File: src/rtl/rvc_asap_cr_mem_if.sv
// -----------------------------------------------------------------------------
// rvc_asap_cr_mem_if
// Core data-memory access bundle as seen by the control-register responder.
//   CrWrEn   : write strobe for the current access
//   CrRdEn   : read strobe for the current access
//   CrAddr   : byte address ([13:12] region, [11:2] word offset)
//   CrWrData : write data
//   CrByteEn : byte-lane enables for writes
//   CrRdData : registered read data, valid one cycle after CrRdEn
// Modports: master = core side, slave = responder side.
// -----------------------------------------------------------------------------
interface rvc_asap_cr_mem_if;
   logic        CrWrEn;
   logic        CrRdEn;
   logic [31:0] CrAddr;
   logic [31:0] CrWrData;
   logic [3:0]  CrByteEn;
   logic [31:0] CrRdData;

   modport master (
      output CrWrEn, CrRdEn, CrAddr, CrWrData, CrByteEn,
      input  CrRdData
   );

   modport slave (
      input  CrWrEn, CrRdEn, CrAddr, CrWrData, CrByteEn,
      output CrRdData
   );
endinterface

File: src/rtl/rvc_asap_cr_mem.sv
// -----------------------------------------------------------------------------
// rvc_asap_cr_mem
// Control-register responder for the CR region (CrAddr[13:12] == 2'b10).
// Holds the RW board/VGA registers and returns synchronised, debounced board
// inputs on reads.
//   Clock, Rst          : core clock, synchronous active-high reset
//   cr (slave)          : data-memory access bundle (strobes, address, data)
//   Button_0, Button_1  : asynchronous push buttons
//   Switch[9:0]         : asynchronous slide switches
//   SEG7_0..SEG7_5      : seven-segment digit registers
//   LED[9:0]            : LED register
//   CursorH, CursorV    : VGA cursor position registers
// Word map (CrAddr[11:2]): 0..5 SEG7_0..5, 6 LED, 7 Button_0, 8 Button_1,
// 9 Switch, 10 CursorH, 11 CursorV. Offsets 7..9 are read-only.
// -----------------------------------------------------------------------------
module rvc_asap_cr_mem #(
   parameter int DEBOUNCE_CYCLES = 16
) (
   input  logic        Clock,
   input  logic        Rst,
   rvc_asap_cr_mem_if.slave cr,
   input  logic        Button_0,
   input  logic        Button_1,
   input  logic [9:0]  Switch,
   output logic [7:0]  SEG7_0,
   output logic [7:0]  SEG7_1,
   output logic [7:0]  SEG7_2,
   output logic [7:0]  SEG7_3,
   output logic [7:0]  SEG7_4,
   output logic [7:0]  SEG7_5,
   output logic [9:0]  LED,
   output logic [31:0] CursorH,
   output logic [31:0] CursorV
);

   localparam int CNT_W = $clog2(DEBOUNCE_CYCLES) + 1;
   localparam logic [CNT_W-1:0] CNT_MAX = CNT_W'(DEBOUNCE_CYCLES - 1);

   function automatic logic [31:0] merge_lanes(input logic [31:0] cur,
                                               input logic [31:0] wdata,
                                               input logic [3:0]  be);
      logic [31:0] res;
      res = cur;
      for (int b = 0; b < 4; b++)
         if (be[b]) res[b*8 +: 8] = wdata[b*8 +: 8];
      return res;
   endfunction

   logic        hit;
   logic [9:0]  offset;
   logic [31:0] rd_sel;
   wire         unused_addr_bits = ^{cr.CrAddr[31:14], cr.CrAddr[1:0]};

   // Input bit order: {Switch[9:0], Button_1, Button_0}
   logic [11:0]      raw_in;
   logic [11:0]      sync_p0;
   logic [11:0]      sync_p1;
   logic [11:0]      deb;
   logic [CNT_W-1:0] cnt [12];

   assign hit    = (cr.CrAddr[13:12] == 2'b10);
   assign offset = cr.CrAddr[11:2];
   assign raw_in = {Switch, Button_1, Button_0};

   // Stage p0/p1: two-flop synchroniser, then per-bit debounce counters
   always_ff @(posedge Clock) begin
      if (Rst) begin
         sync_p0 <= '0;
         sync_p1 <= '0;
         deb     <= '0;
         for (int i = 0; i < 12; i++) cnt[i] <= '0;
      end else begin
         sync_p0 <= raw_in;
         sync_p1 <= sync_p0;
         for (int i = 0; i < 12; i++) begin
            if (sync_p1[i] == deb[i]) begin
               cnt[i] <= '0;
            end else if (cnt[i] == CNT_MAX) begin
               deb[i] <= sync_p1[i];
               cnt[i] <= '0;
            end else begin
               cnt[i] <= cnt[i] + CNT_W'(1);
            end
         end
      end
   end

   // Write path: register outputs come straight from these flops
   always_ff @(posedge Clock) begin
      if (Rst) begin
         SEG7_0  <= '0;
         SEG7_1  <= '0;
         SEG7_2  <= '0;
         SEG7_3  <= '0;
         SEG7_4  <= '0;
         SEG7_5  <= '0;
         LED     <= '0;
         CursorH <= '0;
         CursorV <= '0;
      end else if (cr.CrWrEn && hit) begin
         case (offset)
            10'd0: if (cr.CrByteEn[0]) SEG7_0 <= cr.CrWrData[7:0];
            10'd1: if (cr.CrByteEn[0]) SEG7_1 <= cr.CrWrData[7:0];
            10'd2: if (cr.CrByteEn[0]) SEG7_2 <= cr.CrWrData[7:0];
            10'd3: if (cr.CrByteEn[0]) SEG7_3 <= cr.CrWrData[7:0];
            10'd4: if (cr.CrByteEn[0]) SEG7_4 <= cr.CrWrData[7:0];
            10'd5: if (cr.CrByteEn[0]) SEG7_5 <= cr.CrWrData[7:0];
            10'd6: begin
               // Lane 1 only carries LED[9:8]
               if (cr.CrByteEn[0]) LED[7:0] <= cr.CrWrData[7:0];
               if (cr.CrByteEn[1]) LED[9:8] <= cr.CrWrData[9:8];
            end
            10'd10: CursorH <= merge_lanes(CursorH, cr.CrWrData, cr.CrByteEn);
            10'd11: CursorV <= merge_lanes(CursorV, cr.CrWrData, cr.CrByteEn);
            default: ;
         endcase
      end
   end

   always_comb begin
      rd_sel = '0;
      if (hit) begin
         case (offset)
            10'd0:   rd_sel = {24'd0, SEG7_0};
            10'd1:   rd_sel = {24'd0, SEG7_1};
            10'd2:   rd_sel = {24'd0, SEG7_2};
            10'd3:   rd_sel = {24'd0, SEG7_3};
            10'd4:   rd_sel = {24'd0, SEG7_4};
            10'd5:   rd_sel = {24'd0, SEG7_5};
            10'd6:   rd_sel = {22'd0, LED};
            10'd7:   rd_sel = {31'd0, deb[0]};
            10'd8:   rd_sel = {31'd0, deb[1]};
            10'd9:   rd_sel = {22'd0, deb[11:2]};
            10'd10:  rd_sel = CursorH;
            10'd11:  rd_sel = CursorV;
            default: rd_sel = '0;
         endcase
      end
   end

   // Read stage: samples pre-write register values, holds when idle
   always_ff @(posedge Clock) begin
      if (Rst)            cr.CrRdData <= '0;
      else if (cr.CrRdEn) cr.CrRdData <= rd_sel;
   end

endmodule

File: src/flat_wrapper.sv
// flat-port wrapper written by rule: the top's interface ports become plain ports
module rvc_asap_cr_mem_flat 
#(
   parameter int DEBOUNCE_CYCLES = 16
)
  (Clock, Rst, Button_0, Button_1, Switch, SEG7_0, SEG7_1, SEG7_2, SEG7_3, SEG7_4, SEG7_5, LED, CursorH, CursorV, cr_CrWrEn, cr_CrRdEn, cr_CrAddr, cr_CrWrData, cr_CrByteEn, cr_CrRdData);
  rvc_asap_cr_mem_if cr_i ();
  input  logic Clock;
  input  logic Rst;
  input  logic Button_0;
  input  logic Button_1;
  input  logic [9:0] Switch;
  output logic [7:0] SEG7_0;
  output logic [7:0] SEG7_1;
  output logic [7:0] SEG7_2;
  output logic [7:0] SEG7_3;
  output logic [7:0] SEG7_4;
  output logic [7:0] SEG7_5;
  output logic [9:0] LED;
  output logic [31:0] CursorH;
  output logic [31:0] CursorV;
  input wire logic [$bits(cr_i.CrWrEn)-1:0] cr_CrWrEn;
  input wire logic [$bits(cr_i.CrRdEn)-1:0] cr_CrRdEn;
  input wire logic [$bits(cr_i.CrAddr)-1:0] cr_CrAddr;
  input wire logic [$bits(cr_i.CrWrData)-1:0] cr_CrWrData;
  input wire logic [$bits(cr_i.CrByteEn)-1:0] cr_CrByteEn;
  output wire logic [$bits(cr_i.CrRdData)-1:0] cr_CrRdData;
  assign cr_i.CrWrEn = cr_CrWrEn;
  assign cr_i.CrRdEn = cr_CrRdEn;
  assign cr_i.CrAddr = cr_CrAddr;
  assign cr_i.CrWrData = cr_CrWrData;
  assign cr_i.CrByteEn = cr_CrByteEn;
  assign cr_CrRdData = cr_i.CrRdData;
  rvc_asap_cr_mem #(.DEBOUNCE_CYCLES(DEBOUNCE_CYCLES)) u_core (.Clock(Clock), .Rst(Rst), .cr(cr_i), .Button_0(Button_0), .Button_1(Button_1), .Switch(Switch), .SEG7_0(SEG7_0), .SEG7_1(SEG7_1), .SEG7_2(SEG7_2), .SEG7_3(SEG7_3), .SEG7_4(SEG7_4), .SEG7_5(SEG7_5), .LED(LED), .CursorH(CursorH), .CursorV(CursorV));
endmodule
File: config.mk
export PLATFORM = sky130hd
export DESIGN_NAME = rvc_asap_cr_mem_flat
export DESIGN_NICKNAME = d
export VERILOG_FILES = /design/src/rtl/rvc_asap_cr_mem_if.sv /design/src/rtl/rvc_asap_cr_mem.sv /design/src/flat_wrapper.sv
export SDC_FILE = /design/constraint.sdc
export NUM_CORES = 1
export LEC_CHECK = 0
export ABC_AREA = 1
export CAP_MARGIN = 30
export CORE_ASPECT_RATIO = 0.5
export CORE_MARGIN = 2
export CORE_UTILIZATION = 51
export DETAILED_ROUTE_END_ITERATION = 10
export GPL_ROUTABILITY_DRIVEN = 0
export GPL_TIMING_DRIVEN = 0
export PLACE_DENSITY = 0.82
export SYNTH_ARGS = -nofsm -noshare
export SYNTH_HDL_FRONTEND = slang
export SYNTH_SLANG_ARGS = --single-unit
File: constraint.sdc
create_clock -name Clock -period 2.17 [get_ports Clock]
set_input_delay 0.5425 -clock Clock [delete_from_list [all_inputs] [get_ports Clock]]
set_output_delay 0.5425 -clock Clock [all_outputs]
set_load 0.02 [all_outputs]
# Word-level counts from Yosys, hierarchy flattened
# Memories as Yosys holds them, arrays and structs flattened.
# Index checks and enable logic that the tools add are counted.
# word_totals
ff_bits	190
mem_bits_rw	60
input_bits	84
out_inout_bits	154
wordCells	330
mem_count	1
# mem_list
memory	depth	width	read_ports	rd_ports_with_merged_regs	write_ports	line_no	source
u_core.cnt	12	5	12	0	12	rvc_asap_cr_mem.sv:59	logic [CNT_W-1:0] cnt [12];
# classes
add_sub_neg	12
eq_ne	36
mux	172
bitwise	48
reduce_logical	30
# ops
operator	n
case mux 32 bit (12 select lines)	1
two-way mux 5 bit	36
two-way mux 1 bit	134
adder 5 x 1 -> 5 bit (second input constant)	12
equality test 5 x 4 -> 1 bit (second input constant)	12
AND reduction 3 bit	16
equality test 10 x 3 -> 1 bit (second input constant)	4
equality test 10 x 4 -> 1 bit (second input constant)	4
bitwise OR 1 bit	36
two-way mux 32 bit	1
AND reduction 2 bit	12
equality test 10 x 2 -> 1 bit (second input constant)	2
equality test 1 bit	12
inverter 1 bit	12
equality test 10 x 1 -> 1 bit (second input constant)	1
zero test 10 bit	1
equality test 2 bit (second input constant)	1
logical AND 1 bit	1

# Logic depth before layout (Yosys ltp)
# Gate-level depths: netlist (run 1).
# logic_depth
depth_word	7
depth_mapped	12
ltp_nobuf	12

# Worst setup path after synthesis (run 1)
# No wires, ideal clock.
# synth_timing
path_kind	input -> register
start	input port cr_CrAddr[9]
end	register u_core.CursorH[21]
setup_time_ns	0.119
arrival_time_ns	1.615
required_ns	2.051
path_slack_ns	0.436
stages	10
path_buffers	2
path_cell_list	nor2_1 nand2_2 buf_6 nor2_4 nand2_2 inv_2 nand2_2 buf_2 o21ai_0 a21oi_1
# synth_between
elab_chain_len	2
# synth_lines
element	line_no	source
from (decl)	flat_wrapper.sv:24	input wire logic [$bits(cr_i.CrAddr)-1:0] cr_CrAddr;
equality test 10 x 4 -> 1 bit	rvc_asap_cr_mem.sv:101	case (offset)
AND reduction 3 bit (no line)	n/a	
to (signal assigned)	rvc_asap_cr_mem.sv:113	10'd10: CursorH <= merge_lanes(CursorH, cr.CrWrData, cr.CrByteEn);
to (decl)	rvc_asap_cr_mem.sv:32	output logic [31:0] CursorH,
# Every way passes these cells.
# A chain may end at the register's enable or synchronous reset.

# Final worst setup path (run 1)
# layout_timing
start	register u_core.LED[0]
end	output port LED[0]
# layout_rtl
element	line_no	source
from (decl)	rvc_asap_cr_mem.sv:31	output logic [9:0] LED,
from (signal assigned)	rvc_asap_cr_mem.sv:110	if (cr.CrByteEn[0]) LED[7:0] <= cr.CrWrData[7:0];
to (decl)	flat_wrapper.sv:19	output logic [9:0] LED;
# No word-level cell between the ends.

==> impl_metrics.prom, run 1 <==
# TYPE chip_impl_metric gauge
chip_impl_metric{name="grt_pass1_vias",unit=""} 10230
chip_impl_metric{name="placed_area",unit="um^2"} 13540
chip_impl_metric{name="post_layout_nets",unit=""} 1739
chip_impl_metric{name="pins_over_their_slew_limit",unit=""} 0
chip_impl_metric{name="m1WireLength",unit="mm"} 13.15
chip_impl_metric{name="drtIter0Drc",unit=""} 1558
chip_impl_metric{name="worst-path-max-fanout",unit=""} 3
chip_impl_metric{name="power.density_cell_area",unit="nW/um^2"} 658.1
chip_impl_metric{name="tritoncts_num_sinks",unit=""} 250
chip_impl_metric{name="detailroute.wirelength.met3",unit="mm"} 3.542
chip_impl_metric{name="avgViaCountPerCell",unit=""} 5.491
chip_impl_metric{name="total_leakage_power",unit="nW"} 5.371
chip_impl_metric{name="synth_enable_flop_cells",unit=""} 60
chip_impl_metric{name="grt_use_total",unit=""} 0.2938
chip_impl_metric{name="timing.critical_path.buf_inv",unit=""} 1
chip_impl_metric{name="layout_min_cycle_time",unit="ps"} 2125
chip_impl_metric{name="io_pins",unit=""} 238
chip_impl_metric{name="chipWidth",unit="um"} 209.8
chip_impl_metric{name="rows",unit=""} 37
chip_impl_metric{name="clockBufferDepth",unit=""} 3
chip_impl_metric{name="yosys_warnings",unit=""} 0
chip_impl_metric{name="grt_first_pass_wirelength",unit="mm"} 52.25
chip_impl_info{name="path_delay_family",value="buffers and inverters"} 1
chip_impl_metric{name="route.vias.total",unit=""} 10530
chip_impl_info{name="root_driver",value="sky130_fd_sc_hd__clkbuf_16"} 1
chip_impl_metric{name="cts_inserted_buffers",unit=""} 22
chip_impl_metric{name="placement.setup.worst_slack",unit="ps"} -694.9
chip_impl_metric{name="finalWorstSetupSlack",unit="ps"} 44.96
chip_impl_metric{name="max_slew.worst_pin.slew",unit="ps"} 689.2
chip_impl_metric{name="post_synth_inst_count",unit=""} 1331
chip_impl_info{name="ys_dominant_reg_cell",value="sky130_fd_sc_hd__dfxtp_1"} 1
chip_impl_metric{name="max-slew-margin-rel",unit=""} 0.5406
chip_impl_metric{name="globalRoute.totalOverflow",unit=""} 0
chip_impl_info{name="cts_tree",value="yes"} 1
chip_impl_metric{name="die_area",unit="um^2"} 22430
chip_impl_metric{name="route.met2.wl",unit="mm"} 15.38
chip_impl_metric{name="die_h",unit="um"} 106.9
chip_impl_metric{name="antenna_violations_before_repair",unit=""} 0
chip_impl_metric{name="synth.cell_area",unit="um^2"} 10800
chip_impl_metric{name="cts.repair_timing.setup_buffer_count",unit=""} 0
chip_impl_metric{name="timing.clock.skew",unit="ps"} 14.29
chip_impl_metric{name="detailedPlacementHpwl",unit="mm"} 25.20
chip_impl_metric{name="io_buffers",unit=""} 217
chip_impl_metric{name="drc",unit=""} 0
chip_impl_metric{name="crit_path_max_incr_delay",unit="ps"} 680
chip_impl_metric{name="hold_viol_final",unit=""} 0
chip_impl_metric{name="setup-violations-final",unit=""} 0
chip_impl_info{name="setup.worst_path.end_class",value="output pin"} 1
chip_impl_metric{name="wl_per_cell",unit="um"} 17.42
chip_impl_info{name="status",value="finished, final reports clean"} 1
chip_impl_metric{name="routed_wl",unit="mm"} 33.41
chip_impl_metric{name="sequential_cell_area_fraction_in_the_yosys_report",unit=""} 0.5189
chip_impl_info{name="top_layer",value="met4"} 1
chip_impl_info{name="startpoint_type",value="flop"} 1
chip_impl_metric{name="synth_async_sr_flop_share",unit=""} 0
chip_impl_metric{name="grt_max_degree",unit=""} 17
chip_impl_info{name="hold_class",value="reg2reg"} 1
chip_impl_info{name="crit_type",value="reg2out"} 1
chip_impl_metric{name="cp.required",unit="ps"} 1630
chip_impl_metric{name="initial_core_util",unit=""} 0.5231
chip_impl_metric{name="clk-insertion-delay-late",unit="ps"} 520
chip_impl_metric{name="detailedRoute.firstPassIterationCount",unit=""} 8
chip_impl_metric{name="totalPowerFinal",unit="mW"} 9.412
chip_impl_metric{name="cp.arrival",unit="ps"} 1580
chip_impl_metric{name="yosys_register_bits",unit=""} 250
chip_impl_metric{name="flow.area_growth_from_synthesis",unit="%"} 32.41
chip_impl_metric{name="drive_above_1_share",unit=""} 0.06991
chip_impl_metric{name="num_antenna_cells",unit=""} 0
chip_impl_metric{name="max_cap_violations",unit=""} 0
chip_impl_metric{name="yosys.cell_types.count",unit=""} 31
chip_impl_info{name="worstPathCellList",value="clkdlybuf4s50_1"} 1
chip_impl_info{name="crit_path_top_delay_cell",value="sky130_fd_sc_hd__clkdlybuf4s50_1"} 1
chip_impl_metric{name="achievable-frequency",unit="GHz"} 0.4706
chip_impl_info{name="final_cell_mix",value="sky130_fd_sc_hd__clkdlybuf4s50_1 (216), sky130_fd_sc_hd__inv_1 (212), sky130_fd_sc_hd__dfxtp_1 (190)"} 1
chip_impl_metric{name="finalCritPeriodShare",unit=""} 0.9793
chip_impl_metric{name="finalInstanceArea",unit="um^2"} 14300
chip_impl_metric{name="ctsHtreeMaxLevel",unit=""} 1
chip_impl_metric{name="path_clk_slew",unit="ps"} 70
chip_impl_metric{name="postRouteAntennaNets",unit=""} 0
chip_impl_info{name="most_common_cell_after_layout_fill_and_taps_aside",value="sky130_fd_sc_hd__clkdlybuf4s50_1"} 1
chip_impl_metric{name="vdd_ir_drop_max",unit="uV"} 523.5
chip_impl_metric{name="core_region_area",unit="um^2"} 20650
chip_impl_metric{name="syn_avg_cell_area",unit="um^2"} 8.115
## area by class of cell
cell class	count	area, um^2
plain buffers	56	300.3
clock buffers	32	670.6
clock inverters	6	56.30
fillers	1624	6345
inverters	222	839.6
multi-input cells	862	4314
flip-flops and latches	250	5605
well taps	273	341.6
repair buffers	217	2175
## final timing paths
check | startpoint | end | slack, ps | cells past startpoint
worst max-delay path | u_core.LED[0] | LED[0] | 40 | 1
worst min-delay path | u_core.sync_p0[5] | u_core.sync_p1[5] | 400 | 2
worst max register to register | u_core.cnt[7][0] | u_core.cnt[7][3] | 290 | 8
worst min register to register | u_core.sync_p0[5] | u_core.sync_p1[5] | 400 | 2
## Yosys cell counts (all sizes together) (3+ instances only)
cell type  count  area (um^2)
clkinv         3        13.76
o21bai         3        22.52
a21oi        189        945.9
o211ai        12        90.09
dfxtp        190         3804
edfxtp        60         1802
nor3b         12        90.09
clkbuf        28        105.1
ha            24        300.3
o21ai        138        690.7
buf           28        185.2
nand3         85        430.4
o21a           9        67.56
o22ai         24        150.1
inv          219        822.0
nand4          8        56.30
nand2        147        586.8
nor2         149        624.3
## per-stage QoR
step	hold WS, ps	setup TNS, ps	utilization	cells
6_report	399.0	0	0.6927	1918
5_1_grt	423.4	-44.64	0.6927	1918
4_1_cts	404.9	0	0.6911	1918
3_5_place_dp	398.2	-84780	0.6556	1880
3_3_place_gp	392.0	-70230	0.6556	1880
2_1_floorplan	388.3	0	-	1390
## worst register-to-register path, cell delays in order (launching register included)
cell,delay (ps)
sky130_fd_sc_hd__edfxtp_1,420
sky130_fd_sc_hd__ha_1,230
sky130_fd_sc_hd__nand2_1,80
sky130_fd_sc_hd__nor2_1,50
sky130_fd_sc_hd__ha_1,220
sky130_fd_sc_hd__a21oi_1,150
sky130_fd_sc_hd__o211ai_1,240
sky130_fd_sc_hd__o21bai_1,240
sky130_fd_sc_hd__a21oi_1,110
## power by group
group	internal, mW	total [mW]	switching, mW
combinational	0.191	0.516	0.325
sequential	4.83	4.87	0.0394
clock	2.26	4.02	1.76
total	7.29	9.41	2.12
## metal layers
layer / track usage / vias to the layer above
met5: 0 / -
met4: 0.1099 / 0
met3: 0.06093 / 126
met2: 0.4931 / 599
met1: 0.3776 / 4881
li1: - / 4926
## state kept, by name, indices dropped and copies added, names as in the netlist, 10 cells and up
name and count:
u_core.sync_p1 12, u_core.LED 10, u_core.CursorH 32, u_core.deb 12, u_core.CursorV 32, u_core.cnt 60
u_core.sync_p0 12, u_core.cr.CrRdData 32
## cells by family after synthesis
kind of cell | after synthesis | synth area share
fa+ha+maj | 24 | 0.02780
flops | 250 | 0.5189
buf+inv | 278 | 0.1043
compound gates | 375 | 0.1821
simple gates | 403 | 0.1666
other cells | 1 | 0.0003472
## what timing repair did
action / in CTS / in global routing
hold buffers: 0 / 0
gates resized for setup: 4 / 16
endpoints found under the setup margin: 55 / 78
endpoints found under the hold margin: 0 / 0
(Power assumes the default switching activity.)
==> inputs of run 2 (changes only) <==
--- a/config.mk
+++ b/config.mk
@@ -6,7 +6,7 @@
 export NUM_CORES = 1
 export LEC_CHECK = 0
 export ABC_AREA = 1
-export CAP_MARGIN = 30
+export CAP_MARGIN = 20
 export CORE_ASPECT_RATIO = 0.5
 export CORE_MARGIN = 2
 export CORE_UTILIZATION = 51
==> results of run 2 <==
Same layout as run 1: the final DEF is identical, and so are final timing and power.
